File: config.mk
export PLATFORM = sky130hd
export DESIGN_NAME = fetch_prefetch_unit_flat
export DESIGN_NICKNAME = d
export VERILOG_FILES = /design/src/rtl/fetch_prefetch_unit_if.sv /design/src/rtl/fetch_prefetch_unit.sv /design/src/flat_wrapper.sv
export SDC_FILE = /design/constraint.sdc
export NUM_CORES = 1
export LEC_CHECK = 0
export ABC_AREA = 1
export BUFFER_PORTS_ARGS = -buffer_cell sky130_fd_sc_hd__buf_2
export CAP_MARGIN = 20
export CORE_MARGIN = 3
export CORE_UTILIZATION = 50
export DETAILED_ROUTE_END_ITERATION = 12
export HOLD_SLACK_MARGIN = 0.02
export PLACE_DENSITY = 0.7
export SKIP_LAST_GASP = 1
export SLEW_MARGIN = 5
export SYNTH_ARGS = -nofsm -noshare
export SYNTH_HDL_FRONTEND = slang
export SYNTH_SLANG_ARGS = --single-unit
export TNS_END_PERCENT = 10
File: constraint.sdc
create_clock -name clk1 -period 8.6 [get_ports clk1]
set_input_delay 0 -clock clk1 [delete_from_list [all_inputs] [get_ports clk1]]
set_output_delay 0 -clock clk1 [all_outputs]
set_load 0.02 [all_outputs]
File: src/rtl/fetch_prefetch_unit_if.sv
// Instruction-memory request/response channel and decode-stage handshake.
interface fetch_prefetch_unit_if;
    logic        imem_req_valid;
    logic        imem_req_ready;
    logic [31:0] imem_req_addr;
    logic        imem_rsp_valid;
    logic [31:0] imem_rsp_data;
    logic        id_valid;
    logic        id_ready;
    logic [31:0] id_ir;
    logic [31:0] id_npc;

    modport master (
        output imem_req_valid, imem_req_addr, id_valid, id_ir, id_npc,
        input  imem_req_ready, imem_rsp_valid, imem_rsp_data, id_ready
    );

    modport slave (
        input  imem_req_valid, imem_req_addr, id_valid, id_ir, id_npc,
        output imem_req_ready, imem_rsp_valid, imem_rsp_data, id_ready
    );
endinterface

File: src/rtl/fetch_prefetch_unit.sv
// Fetch front end: issues imem requests, buffers in-order responses in a
// DEPTH-entry queue and hands {IR, NPC} to decode; redirects flush and drop.
module fetch_prefetch_unit #(
    parameter int          DEPTH    = 4,
    parameter logic [31:0] RESET_PC = 32'h0000_0000
) (
    input  logic                         clk1,
    input  logic                         rst_n,
    input  logic                         redirect_valid,
    input  logic [31:0]                  redirect_pc,
    input  logic                         halt,
    fetch_prefetch_unit_if.master        bus,
    output logic [31:0]                  fetch_pc,
    output logic [$clog2(DEPTH+1)-1:0]   occupancy
);
    localparam int CW = $clog2(DEPTH + 1);
    localparam int PW = $clog2(DEPTH);

    logic [31:0]   fetch_pc_q, fetch_pc_d;
    logic [31:0]   rsp_pc_q, rsp_pc_d;
    logic [CW-1:0] occ_q, occ_d;
    logic [CW-1:0] out_q, out_d;
    logic [CW-1:0] drop_q, drop_d;
    logic [PW-1:0] head_q, head_d;
    logic [PW-1:0] tail_q, tail_d;
    logic [31:0]   ir_q, ir_d;
    logic [31:0]   npc_q, npc_d;

    logic [31:0]   mem_ir  [DEPTH];
    logic [31:0]   mem_npc [DEPTH];

    logic          req_fire;
    logic          rsp_take;
    logic          push;
    logic          pop;
    logic [CW:0]   inflight;
    logic [CW-1:0] occ_after_pop;
    logic          unused_rpc_bits;

    assign unused_rpc_bits = ^redirect_pc[1:0];

    // Issue cap counts both buffered entries and responses still owed by memory.
    assign inflight           = {1'b0, occ_q} + {1'b0, out_q};
    assign bus.imem_req_valid = rst_n && !halt && !redirect_valid &&
                                (inflight < (CW+1)'(DEPTH));
    assign bus.imem_req_addr  = {fetch_pc_q[31:2], 2'b00};

    assign req_fire      = bus.imem_req_valid && bus.imem_req_ready;
    assign rsp_take      = bus.imem_rsp_valid && (out_q != '0);
    assign push          = rsp_take && (drop_q == '0) && !redirect_valid;
    assign pop           = bus.id_valid && bus.id_ready;
    assign occ_after_pop = occ_q - CW'(pop);

    always_comb begin
        fetch_pc_d = req_fire ? fetch_pc_q + 32'd4 : fetch_pc_q;
        rsp_pc_d   = push ? rsp_pc_q + 32'd4 : rsp_pc_q;
        out_d      = out_q + CW'(req_fire) - CW'(rsp_take);
        drop_d     = (rsp_take && drop_q != '0) ? drop_q - CW'(1) : drop_q;
        occ_d      = occ_after_pop + CW'(push);
        head_d     = head_q + PW'(pop);
        tail_d     = tail_q + PW'(push);

        if (redirect_valid) begin
            fetch_pc_d = {redirect_pc[31:2], 2'b00};
            rsp_pc_d   = {redirect_pc[31:2], 2'b00};
            drop_d     = out_q - CW'(rsp_take);
            occ_d      = '0;
            head_d     = '0;
            tail_d     = '0;
        end

        // Look ahead to next cycle's head so id_ir/id_npc leave straight from flops.
        ir_d  = '0;
        npc_d = '0;
        if (occ_d != '0) begin
            if (occ_after_pop == '0) begin
                ir_d  = bus.imem_rsp_data;
                npc_d = rsp_pc_q + 32'd4;
            end else begin
                ir_d  = mem_ir[head_d];
                npc_d = mem_npc[head_d];
            end
        end
    end

    always_ff @(posedge clk1 or negedge rst_n) begin
        if (!rst_n) begin
            fetch_pc_q <= RESET_PC;
            rsp_pc_q   <= {RESET_PC[31:2], 2'b00};
            occ_q      <= '0;
            out_q      <= '0;
            drop_q     <= '0;
            head_q     <= '0;
            tail_q     <= '0;
            ir_q       <= '0;
            npc_q      <= '0;
        end else begin
            fetch_pc_q <= fetch_pc_d;
            rsp_pc_q   <= rsp_pc_d;
            occ_q      <= occ_d;
            out_q      <= out_d;
            drop_q     <= drop_d;
            head_q     <= head_d;
            tail_q     <= tail_d;
            ir_q       <= ir_d;
            npc_q      <= npc_d;
        end
    end

    always_ff @(posedge clk1) begin
        if (push) begin
            mem_ir[tail_q]  <= bus.imem_rsp_data;
            mem_npc[tail_q] <= rsp_pc_q + 32'd4;
        end
    end

    assign bus.id_valid = (occ_q != '0);
    assign bus.id_ir    = ir_q;
    assign bus.id_npc   = npc_q;
    assign fetch_pc     = fetch_pc_q;
    assign occupancy    = occ_q;
endmodule
File: src/flat_wrapper.sv
// flat-port wrapper written by rule: the top's interface ports become plain ports
module fetch_prefetch_unit_flat 
#(
    parameter int          DEPTH    = 4,
    parameter logic [31:0] RESET_PC = 32'h0000_0000
)
  (clk1, rst_n, redirect_valid, redirect_pc, halt, fetch_pc, occupancy, bus_imem_req_valid, bus_imem_req_addr, bus_id_valid, bus_id_ir, bus_id_npc, bus_imem_req_ready, bus_imem_rsp_valid, bus_imem_rsp_data, bus_id_ready);
  fetch_prefetch_unit_if bus_i ();
  input  logic clk1;
  input  logic rst_n;
  input  logic redirect_valid;
  input  logic [31:0] redirect_pc;
  input  logic halt;
  output logic [31:0] fetch_pc;
  output logic [$clog2(DEPTH+1)-1:0] occupancy;
  output wire logic [$bits(bus_i.imem_req_valid)-1:0] bus_imem_req_valid;
  output wire logic [$bits(bus_i.imem_req_addr)-1:0] bus_imem_req_addr;
  output wire logic [$bits(bus_i.id_valid)-1:0] bus_id_valid;
  output wire logic [$bits(bus_i.id_ir)-1:0] bus_id_ir;
  output wire logic [$bits(bus_i.id_npc)-1:0] bus_id_npc;
  input wire logic [$bits(bus_i.imem_req_ready)-1:0] bus_imem_req_ready;
  input wire logic [$bits(bus_i.imem_rsp_valid)-1:0] bus_imem_rsp_valid;
  input wire logic [$bits(bus_i.imem_rsp_data)-1:0] bus_imem_rsp_data;
  input wire logic [$bits(bus_i.id_ready)-1:0] bus_id_ready;
  assign bus_imem_req_valid = bus_i.imem_req_valid;
  assign bus_imem_req_addr = bus_i.imem_req_addr;
  assign bus_id_valid = bus_i.id_valid;
  assign bus_id_ir = bus_i.id_ir;
  assign bus_id_npc = bus_i.id_npc;
  assign bus_i.imem_req_ready = bus_imem_req_ready;
  assign bus_i.imem_rsp_valid = bus_imem_rsp_valid;
  assign bus_i.imem_rsp_data = bus_imem_rsp_data;
  assign bus_i.id_ready = bus_id_ready;
  fetch_prefetch_unit #(.DEPTH(DEPTH), .RESET_PC(RESET_PC)) u_core (.clk1(clk1), .rst_n(rst_n), .redirect_valid(redirect_valid), .redirect_pc(redirect_pc), .halt(halt), .bus(bus_i), .fetch_pc(fetch_pc), .occupancy(occupancy));
endmodule
==> metrics <==
initial core utilization 51.2%; crit-path max cell delay about 0.9 ns; Port Buffer Count 197; WL/cell 17.5 microns; Clock Latency Late Sink 0.55 ns; M3 GR Usage 3.43%; Vias/cell 5.30; Die Y slightly below 200 microns; Worst Clk Skew between 0.02 and 0.025 ns; outcome finished clean; Crit path top cell by count o21ai_0; Fin. Hold Viols 0; root buf cell clkbuf_16; DR pass1 iterations 5; Crit Path Class flop to flop; initial antenna violation count 0; post-synth top area share 43.0%; Critical Path Start Type flop; first-pass GRT wire length 67,200 microns; fin crit period around 3.4 ns; critical path, cell by cell nor2_1 > a21boi_0 > ha_1 > nand2_4 > buf_4 > nand2_1 > o21ai_0 > o21ai_0 > o21ai_0 > a21oi_1; Worst-Margin Slew 1.05 ns; area delta synth->final 18.1%; Resized cells post-CTS 0; Die Wd 192 microns; Tcrit/Tclk final 39.9%; Cell Area, Placed 0.0184 sq mm; register bit count reported by yosys approximately 380; number of global-route vias before repair 12,500; clock buffer depth 3; total leakage power 8.68 nW; routed wire length 42,600 microns; gp weighted congestion approximately 0.95; Crit. End Element flop; Hold Buf Count CTS slightly below 70; core area 0.0338 sq mm; design area 0.0204 sq mm; most used routing layer met2; unrepaired setup endpoints after global routing false; leading cell types in the layout, fill and taps excluded nand2_1 (343), edfxtp_1 (248), nor2_1 (234); H-tree Lvls 2; share of cells above drive strength 1 ~15%; critical path data required time 8.98 ns; largest net degree at the start of global routing 112; max_cap viols 0; Global Route Usage Sum between 20% and 30%; Comb power frac roughly 28%; clk slew on worst S/H paths ~0.060 ns; cell area after synthesis 0.0173 sq mm; Syn. warnings 0; Sw Ratio around a third; Mean Syn Cell Area between 9 and 10 sq um; detailed router's first-iteration violation count 929; Pins Over Slew Limit 0; VDD IR max 0.219 mV; CP arrival 3.82 ns; Cell Pwr Density 279 mW/mm^2; CP max stage cell buf_4; clock sinks 384; Setup Viol. Count Final 0; Post-DP HPWL about 25,000 microns; post-route ant nets 0; # IOs 204; achievable frequency 291 MHz; maximum fanout along the worst path 111; Final #Nets 2,039; sequential-to-total area share from yosys stat between 60 and 70%; Rows 67; post-synthesis instance total about 1,700; met2 Resource Use GR a little under two fifths; GRT overflow 0; Flop pwr share 40.9%; Synth area leader edfxtp_1; Die Area 0.0369 sq mm; Num CTS Buffers 41; Worst slew margin 30.0%; Cell Int Power 3.73 mW; Net Sw Power 1.98 mW; post-CTS setup buffers 0; commonest non-fill, non-tap cell in the layout nand2_1; clock group share of total power 30.6%; Hold/Removal Path Class primary input to asynchronous set/reset pin; largest cells by area after synthesis edfxtp_1 (43%), dfrtp_1 (20%), nand2_1 (7.4%); antenna cells 0; met1 global-route usage 32.0%; Synth cell types 42; CTS tree built; Vias 12,900; DRC Markers 0; total negative slack 0 ns
[critical path, delay by kind of cell, from the launching register on]
| family | cells | cell delay (ns) |
|---|---|---|
| simple gates | 3 | 0.68 |
| flops | 1 | 0.47 |
| buf+inv | 1 | 0.91 |
| fa+ha+maj | 1 | 0.32 |
| compound gates | 5 | 0.82 |
[final timing paths]
kind	start	to	cells after the start	slack, ns
max	u_core.occupancy[2]	u_core.bus.id_npc[29]	10	5.17
min	rst_n	u_core.bus.id_ir[22]	3	0.05
max reg2reg	u_core.occupancy[2]	u_core.bus.id_npc[29]	10	5.17
min reg2reg	u_core.rsp_pc_q[13]	u_core.rsp_pc_q[13]	2	0.57
max in group asynchronous	rst_n	u_core.fetch_pc[28]	4	7.12
min in group clk1	redirect_valid	u_core.tail_q[0]	2	0.06
[cells in the mapped netlist (all sizes together)]
library cell	instances
o21bai	4
buf	79
xnor2	9
o221ai	1
xor2	30
conb	1
o21ai	209
nand4	6
a31oi	2
nand3	67
fa	1
nand2	347
inv	159
o22ai	39
a21boi	2
edfxtp	248
a21oi	21
nor3	9
dfrtp	136
or2	53
a21o	1
nand3b	3
ha	16
o211ai	17
nor2	242
and2	1
clkbuf	28
[per-stage QoR]
step	cells	worst slack [ns]	util (%)	total power [mW]	hold slack, ns
after floorplan	1735	2.73	-	3.49	-0.296
after global placement	2287	5.23	54.4	3.93	-0.0471
after detailed placement	2287	5.21	54.4	3.96	-0.0450
after CTS	2432	5.16	60.5	5.75	0.0351
after global routing	2432	4.82	60.5	6.03	0.0685
final	2432	5.17	60.5	5.71	0.0503
[kinds of logic after synthesis]
kind of cell | synth area share (%)
fa+ha+maj | 1.27
compound gates | 9.25
other cells | 0.0217
simple gates | 17.6
buf+inv | 7.12
xor+xnor | 2.06
flops | 62.7
[registers in the layout, summed over array words and instances (netlist names)]
register           cells
u_core.drop_q          3
u_core.rsp_pc_q       30
u_core.mem_npc       120
u_core.occupancy       3
u_core.bus.id_npc     31
u_core.bus.id_ir      32
u_core.fetch_pc       30
u_core.out_q           3
u_core.tail_q          2
u_core.mem_ir        128
u_core.head_q          2
[layout make-up]
class	instances	area, sq um
Tap cell	448	561
Fill cell	2687	13300
Inverter	159	597
Clock inverter	15	159
Clock buffer	61	1190
Multi-Input combinational cell	1085	5270
Timing Repair Buffer	280	1810
Sequential cell	384	10900
[power groups by stage]
stage,sequential (mW),clock [mW],combinational (mW)
finish,2.34,1.75,1.63
global route,2.36,1.85,1.81
CTS,2.33,1.78,1.63
detailed placement,2.37,0,1.59
global placement,2.36,0,1.56
floorplan,2.48,0,1.01
[layer usage]
layer	up-vias	part of all wire, %
met4	0	1.8
li1	6143	-
met5	-	0
met1	6200	44
met2	481	48
met3	60	6.7
No activity file was read; power rests on OpenSTA's default activity.
